<file path="src/rtl/cpu_trace_fifo.sv">
// Trace capture FIFO for the multicycle cpu. It records one {pc, wb} entry each time the PC changes and drains them on a FWFT valid/ready port.
// Optional: define CPU_TRACE_TS_EN to store a free-running timestamp with each entry and expose it on rd_ts.
module cpu_trace_fifo #(
  parameter int DEPTH = 16,
  parameter int DW    = 32,
  parameter int TS_W  = 16
) (
  input  logic                       clk,
  input  logic                       reset,
  input  logic                       clear,
  input  logic                       cap_en,
  input  logic [DW-1:0]              pc_in,
  input  logic [DW-1:0]              wb_in,
  input  logic                       rd_ready,
  output logic                       rd_valid,
  output logic [DW-1:0]              rd_pc,
  output logic [DW-1:0]              rd_wb,
`ifdef CPU_TRACE_TS_EN
  output logic [TS_W-1:0]            rd_ts,
`endif
  output logic [$clog2(DEPTH):0]     count,
  output logic                       full,
  output logic                       empty,
  output logic [15:0]                ovf_cnt
);

  localparam int AW = $clog2(DEPTH);
  localparam int CW = AW + 1;

  logic [DW-1:0] pc_mem [DEPTH];
  logic [DW-1:0] wb_mem [DEPTH];
  logic [AW-1:0] wr_ptr, rd_ptr;
  logic [CW-1:0] count_q;
  logic [15:0]   ovf_q;
  logic [DW-1:0] pc_last;
  logic          pc_last_vld;
  logic          cap_event, pop, push, drop;

`ifdef CPU_TRACE_TS_EN
  logic [TS_W-1:0] ts_mem [DEPTH];
  logic [TS_W-1:0] ts_q;
`endif

  assign empty    = (count_q == '0);
  assign full     = (count_q == CW'(DEPTH));
  assign count    = count_q;
  assign ovf_cnt  = ovf_q;
  assign rd_valid = !empty;

  assign cap_event = cap_en && (!pc_last_vld || (pc_in != pc_last));
  assign pop       = rd_valid && rd_ready;
  // A pop frees the slot the same cycle, so a full FIFO can still accept.
  assign push      = cap_event && (!full || pop);
  assign drop      = cap_event && full && !pop;

  assign rd_pc = empty ? '0 : pc_mem[rd_ptr];
  assign rd_wb = empty ? '0 : wb_mem[rd_ptr];
`ifdef CPU_TRACE_TS_EN
  assign rd_ts = empty ? '0 : ts_mem[rd_ptr];
`endif

  always_ff @(posedge clk) begin
    if (push) begin
      pc_mem[wr_ptr] <= pc_in;
      wb_mem[wr_ptr] <= wb_in;
`ifdef CPU_TRACE_TS_EN
      ts_mem[wr_ptr] <= ts_q;
`endif
    end
  end

  always_ff @(posedge clk) begin
    if (!reset || clear) begin
      wr_ptr      <= '0;
      rd_ptr      <= '0;
      count_q     <= '0;
      ovf_q       <= '0;
      pc_last     <= '0;
      pc_last_vld <= 1'b0;
    end else begin
      if (cap_event) begin
        pc_last     <= pc_in;
        pc_last_vld <= 1'b1;
      end
      if (push) wr_ptr <= wr_ptr + AW'(1);
      if (pop)  rd_ptr <= rd_ptr + AW'(1);
      count_q <= count_q + CW'(push) - CW'(pop);
      if (drop && (ovf_q != '1)) ovf_q <= ovf_q + 16'd1;
    end
  end

`ifdef CPU_TRACE_TS_EN
  always_ff @(posedge clk) begin
    if (!reset || clear) ts_q <= '0;
    else                 ts_q <= ts_q + TS_W'(1);
  end
`endif

endmodule

</file>
<file path="config.mk">
export PLATFORM = sky130hd
export DESIGN_NAME = cpu_trace_fifo
export DESIGN_NICKNAME = d
export VERILOG_FILES = /design/src/rtl/cpu_trace_fifo.sv
export SDC_FILE = /design/constraint.sdc
export NUM_CORES = 1
export LEC_CHECK = 0
export CAP_MARGIN = 15
export CORE_ASPECT_RATIO = 0.75
export CORE_MARGIN = 3
export CORE_UTILIZATION = 45
export CTS_BUF_LIST = sky130_fd_sc_hd__clkbuf_2
export DETAILED_ROUTE_END_ITERATION = 6
export GPL_TIMING_DRIVEN = 0
export PLACE_DENSITY = 0.72
export SLEW_MARGIN = 20
export SYNTH_ARGS = -nofsm -noshare
export SYNTH_HDL_FRONTEND = slang
export SYNTH_SLANG_ARGS = --single-unit
</file>
<file path="constraint.sdc">
create_clock -name clk -period 11.41 [get_ports clk]
set_input_delay 2.282 -clock clk [delete_from_list [all_inputs] [get_ports clk]]
set_output_delay 2.282 -clock clk [all_outputs]
set_load 0.02 [all_outputs]
</file>
==> out/metrics.yaml, run 1 <==
outcome:
  status: "completed"
logic_synthesis:
  synth_most_common_cell: "edfxtp_1"
  netlist_instances: 1857
  synthArstFlopShare_pct: 0
  dominantRegCellSynth: "edfxtp_1"
  synth-seq-cells: 1090
  synth_top_area_share_pct: 73.0
  yosysSeqAreaShare_pct: 76.2
  synth_top_area_cell: "edfxtp_1"
  synth_area_sq_mm: 0.0421
  synth_nets: 1938
  synth_edf_count: 1024
  synthTopCellsByCount: "edfxtp_1 (1024), mux4_2 (320), and2_1 (70)"
  avgSynthCellArea_sq_um: 22.7
  ys_types: 44
  yosys_warnings: 0
  synthTopCellsByArea: "edfxtp_1 (73%), mux4_2 (17%), dfxtp_1 (3.1%)"
final_layout:
  syn2layout_area_growth_pct: 16.7
  final_core_util_pct: 53.3
  fin_nets: 2418
  multi_input_area_sq_mm: 0.00956
  final_layout_size_suffix_gt1_share_pct: 33.6
  fin_cells: 3759
  ff_latch_area_sq_mm: 0.0321
  fill_cells: 6951
drt:
  drt-pass1-iter-count: 5
  detail_route.iter0.violations: 2525
  antenna_left: 0
  vias: 21500
  via_per_inst: 5.71
  detail_route.wirelength_um: 102000
  wl_per_cell_um: 27.0
  route.detailed.drc: 0
setup_path:
  startpoint_type: "register"
  cp_cell_sequence: "clkbuf_1 > clkbuf_1 > mux4_2 > mux4_2 > and2_1 > clkdlybuf4s50_1"
  cp-end-kind: "output pin"
  cpPeakStageDelay_ps: 810
  required_ps: 9130
  path_delay_family: "buffers and inverters"
  crit_fanout: 10
  cp.buffers_inverters: 3
  critPathSlowestCell: "clkbuf_1"
  cp.arrival_ps: 5070
  crit_type: "reg -> out"
clock_network:
  clk_path_buf_depth: 3
  clk_pin_slew_ps: 130
  numCtsBuffers: 232
  clock_latency_ps: 1440
  cts_tree: "done"
  clock-sinks: 1090
  cts_hold_buf: 0
  cts_root_buffer: "clkbuf_2"
  cts_resized: 0
  cts_setup_buffers: 0
  ctsHtreeMaxLevel: 4
place:
  place_inst: 3328
  gp_congestion: 0.779
  post-place-ws_ps: 4790
  hpwlAfterDp_um: 65500
  io_buffers: 155
die:
  die_area_sq_mm: 0.0973
  fp.dieH_um: 271
  rows: 96
  ios: 157
  coreArea_sq_mm: 0.0921
  start_util_pct: 45.7
  die_w_um: 359
sta:
  period_needed_ps: 7350
  grt_setup_unrepaired: "no"
  worstMarginPinSlew_ps: 1070
  min_period_over_period_pct: 64.4
  setup_violations: 0
  finalMaxSlewViolations: 0
  fmax_mhz: 136
  layout_setup_ws_ps: 4060
  relSlewSlack_pct: 28.4
  skew_ps: 106
  finalHoldViolations: 0
power_and_ir_drop:
  p_leak_uw: 0.0157
  total_power_uw: 8000
  peakVddDrop_uv: 95.9
  power.density_mw_per_mm2: 163
job:
  maxCapViolations: 0
global_route:
  grt_use_total_pct: 21.0
  grt_max_degree: 19
  grt_pass1_wl_um: 148000
  overflow: 0
  antenna_found_initial: 12
  grt_pass1_vias: 22600
min_path:
  hold_path.class: "reg -> reg"
worst min-delay path, cell delays in order, from the launching register on:
cell     delay (ps)
dfxtp_1         350
o31ai_1          70
a21oi_1          60
cell families (layout without fill, tap and decap cells):
kind of cell	after synthesis	in the layout	synth area share, %
other cells	0	10	0
flops	1090	1090	76.2
compound gates	41	41	0.621
buf+inv	108	775	1.37
xor+xnor	37	37	0.770
mux	357	357	18.0
fa+ha+maj	12	12	0.374
simple gates	212	212	2.69
final timing paths:
check             cells after the start   startpoint  slack [ps]           to
hold reg to reg                       2  ovf_cnt[15]         510  ovf_cnt[15]
setup / recovery                      6     register        4060    rd_pc[15]
hold / removal                        2  ovf_cnt[15]         510  ovf_cnt[15]
setup reg to reg                     16     count[2]        7330     count[4]
through the flow:
stage	instance area [sq um]	hold slack, ps	TNS (ps)
floorplan	42100	440	0
global placement	45200	451	-946240
detailed placement	46900	486	0
CTS	49100	503	0
global route	49100	521	0
finish	49100	511	0
metal layers:
layer	share of wire, %	global-route usage, %	up-vias
li1	-	-	8927
met1	39	27.5	11200
met2	49	34.0	1136
met3	9.4	5.79	168
met4	2.2	7.24	8
met5	0.058	0	-
flip-flops by register name (all words and copies together) (netlist names), named ones only:
name,flops
pc_last_vld,1
ovf_cnt,16
count,5
wr_ptr,4
pc_mem,512
rd_ptr,4
wb_mem,512
pc_last,32
area by class of cell:
class                   count  share of cell area, %
diodes                     10                 0.0509
plain buffers              98                   1.11
clock buffers             362                   3.69
clock inverters            59                  0.820
inverters                  10                 0.0764
multi-input cells         659                   19.5
flip-flops and latches   1090                   65.3
well taps                1225                   3.12
repair buffers            246                   6.40
power by group:
group | total [uW] | leakage (uW) | switching [uW] | internal [uW]
logic | 1120 | 0.00427 | 610 | 506
registers | 4430 | 0.00978 | 16.2 | 4410
clock network | 2450 | 0.00169 | 1480 | 974
layout by cell type (no fill, tap or decap), drive strengths merged, types with 3 or more instances in the layout:
| cell | instances |
|---|---|
| edfxtp | 1024 |
| clkbuf | 411 |
| mux4 | 320 |
| clkdlybuf4s50 | 155 |
| buf | 140 |
| and2 | 70 |
| dfxtp | 66 |
| nor2 | 62 |
| clkinv | 48 |
| mux2i | 37 |
| xor2 | 34 |
| nand2 | 17 |
| a21oi | 16 |
| nand3 | 15 |
| inv | 13 |
| ha | 11 |
| diode | 10 |
| nand2b | 8 |
| o21ai | 8 |
| nor4 | 7 |
| nand4 | 6 |
| and3 | 6 |
| bufinv | 6 |
| nor3 | 6 |
| o31ai | 5 |
| or4 | 4 |
| xnor2 | 3 |
| a41o | 3 |
| or3 | 3 |
| a31oi | 3 |
(Power assumes the default switching activity.)
==> inputs of run 2 (changes only) <==
Settings changed: PLACE_DENSITY 0.72 to 0.74.
Clock period 11.41 ns to 6.6 ns, I/O delays scaled along.
==> run 2 against run 1 <==
Compared with the run above:
- clock-buffer cell count is 14 higher
- sequential power is 73% higher
- clock skew is 10 ps higher
- wire length is 1.0% lower
- largest power group unchanged
- core utilization is 0.14 points lower
- register-to-register slack worse by 4600 ps
- clock power is 74% higher
- combinational power is 72% higher
- worst hold slack worse by 120 ps
- flip-flop and latch count stayed put
- final cell count is 0.53% lower
- via count is 0.62% lower
==> out/metrics.yaml, run 2 (synthesized netlist as in run 1, its figures left out) <==
sta:
  setup_violations: 0
  finalHoldViolations: 0
  fmax_mhz: 156
  tns_ps: 0
  finalMaxSlewViolations: 0
  relSlewSlack_pct: 27.8
  skew_ps: 116
  worstMarginPinSlew_ps: 1080
  min_period_over_period_pct: 97.3
  period_needed_ps: 6420
clock_network:
  cts_setup_buffers: 0
  numCtsBuffers: 233
  ctsHtreeMaxLevel: 4
  clk_pin_slew_ps: 110
  clk_path_buf_depth: 3
  clock_latency_ps: 1520
  cts_tree: "done"
  cts_hold_buf: 0
  clock-sinks: 1090
  cts_root_buffer: "clkbuf_2"
  cts_resized: 2
place:
  io_buffers: 155
  gp_congestion: 0.771
  hpwlAfterDp_um: 65500
setup_path:
  required_ps: 5280
  critPathSlowestCell: "clkbuf_1"
  crit_fanout: 10
  cp_cell_sequence: "clkbuf_1 > clkbuf_1 > mux4_2 > mux4_2 > and2_1 > clkdlybuf4s50_1"
  startpoint_type: "register"
  cp.arrival_ps: 5100
  crit_type: "reg -> out"
  cp-end-kind: "output pin"
  cpPeakStageDelay_ps: 840
final_layout:
  final_cell_mix: "edfxtp_1 (1024), clkbuf_2 (382), mux4_2 (320), clkdlybuf4s50_1 (155), and2_1 (70)"
  final_layout_size_suffix_gt1_share_pct: 33.6
  final_core_util_pct: 53.2
  biggestRegsByFlops: "pc_mem x512, wb_mem x512, pc_last x32"
  fin_nets: 2397
  syn2layout_area_growth_pct: 16.4
  fill_cells: 6930
  final_common_cell: "edfxtp_1"
min_path:
  hold_path.class: "in -> reg"
global_route:
  antenna_found_initial: 16
  grt_use_total_pct: 21.0
  grt_max_degree: 19
  grt_pass1_wl_um: 149000
  overflow: 0
  grt_pass1_vias: 22500
drt:
  detail_route.iter0.violations: 2688
  route.detailed.drc: 0
  drt-pass1-iter-count: 5
  wl_per_cell_um: 26.9
  wl_met1_um: 38300
  via_per_inst: 5.71
  wl_met2_um: 49900
  detail_route.wirelength_um: 100000
  vias: 21300
  antenna_left: 0
  dr.max_layer_used: "met5"
  wl_met3_um: 9850
die:
  die_area_sq_mm: 0.0973
  die_w_um: 359
  ios: 157
  fp.dieH_um: 271
  coreArea_sq_mm: 0.0921
  rows: 96
  start_util_pct: 45.7
outcome:
  status: "completed"
power_and_ir_drop:
  p_leak_uw: 0.0156
  peakVddDrop_uv: 215
  total_power_uw: 13800
  power.density_mw_per_mm2: 282
job:
  maxCapViolations: 0
[run 2: cell count changes in the layout (fill, tap and decap cells not counted), sizes merged]
cell      change
inv           -1
diode         -1
clkbuf       +14
clkinvlp      +1
buf          -22
clkinv       -11
[run 2: where the power goes]
| group | internal [uW] | switching, uW | leakage (uW) |
|---|---|---|---|
| registers | 7630 | 27.5 | 0.00978 |
| clock network | 1730 | 2530 | 0.00173 |
| logic | 876 | 1060 | 0.00412 |
| total | 10200 | 3610 | 0.0156 |
[run 2: cell type report]
| type | instances | area (sq um) | area share (%) |
|---|---|---|---|
| sequential | 1090 | 32100 | 65.4 |
| multi-input combinational | 659 | 9590 | 19.6 |
| timing repair buffer | 224 | 2960 | 6.05 |
| clock buffer | 376 | 1880 | 3.84 |
| tap | 1225 | 1530 | 3.13 |
| buffer | 98 | 546 | 1.11 |
| clock inverter | 48 | 359 | 0.733 |
| inverter | 10 | 37.5 | 0.0766 |
| antenna | 9 | 22.5 | 0.0460 |
[run 2: path summary, 6_finish.rpt]
| path | from | to | slack, ps | cells past startpoint |
|---|---|---|---|---|
| worst min-delay path | cap_en | pc_last_vld | 390 | 3 |
| worst max-delay path | register | rd_pc[14] | 180 | 6 |
| worst min register to register | ovf_cnt[15] | ovf_cnt[15] | 510 | 2 |
| worst max register to register | pc_last[4] | count[4] | 2750 | 16 |
[run 2: routing by layer]
metal	up-vias	GRT usage, %
li1	8861	-
met1	11100	27.5
met2	1176	34.2
met3	181	5.47
met4	8	7.30
met5	-	0
[run 2: through the flow]
stage / cell area, sq um / cells / setup slack, ps / hold WS [ps]
floorplan: 42100 / 1857 / 929 / 440
global placement: 45200 / 3237 / -3720 / 449
detailed placement: 46700 / 3306 / 936 / 494
CTS: 49000 / 3730 / 3.22 / 191
global route: 49000 / 3736 / -12.8 / 336
finish: 49000 / 3739 / 181 / 394
[run 2: critical path: cells and delay by family, from the launching register on]
family / cells / cell delay (ps)
AND/OR/NAND/NOR: 1 / 190
multiplexers: 2 / 950
buffers and inverters: 3 / 2070
flip-flops: 1 / 400
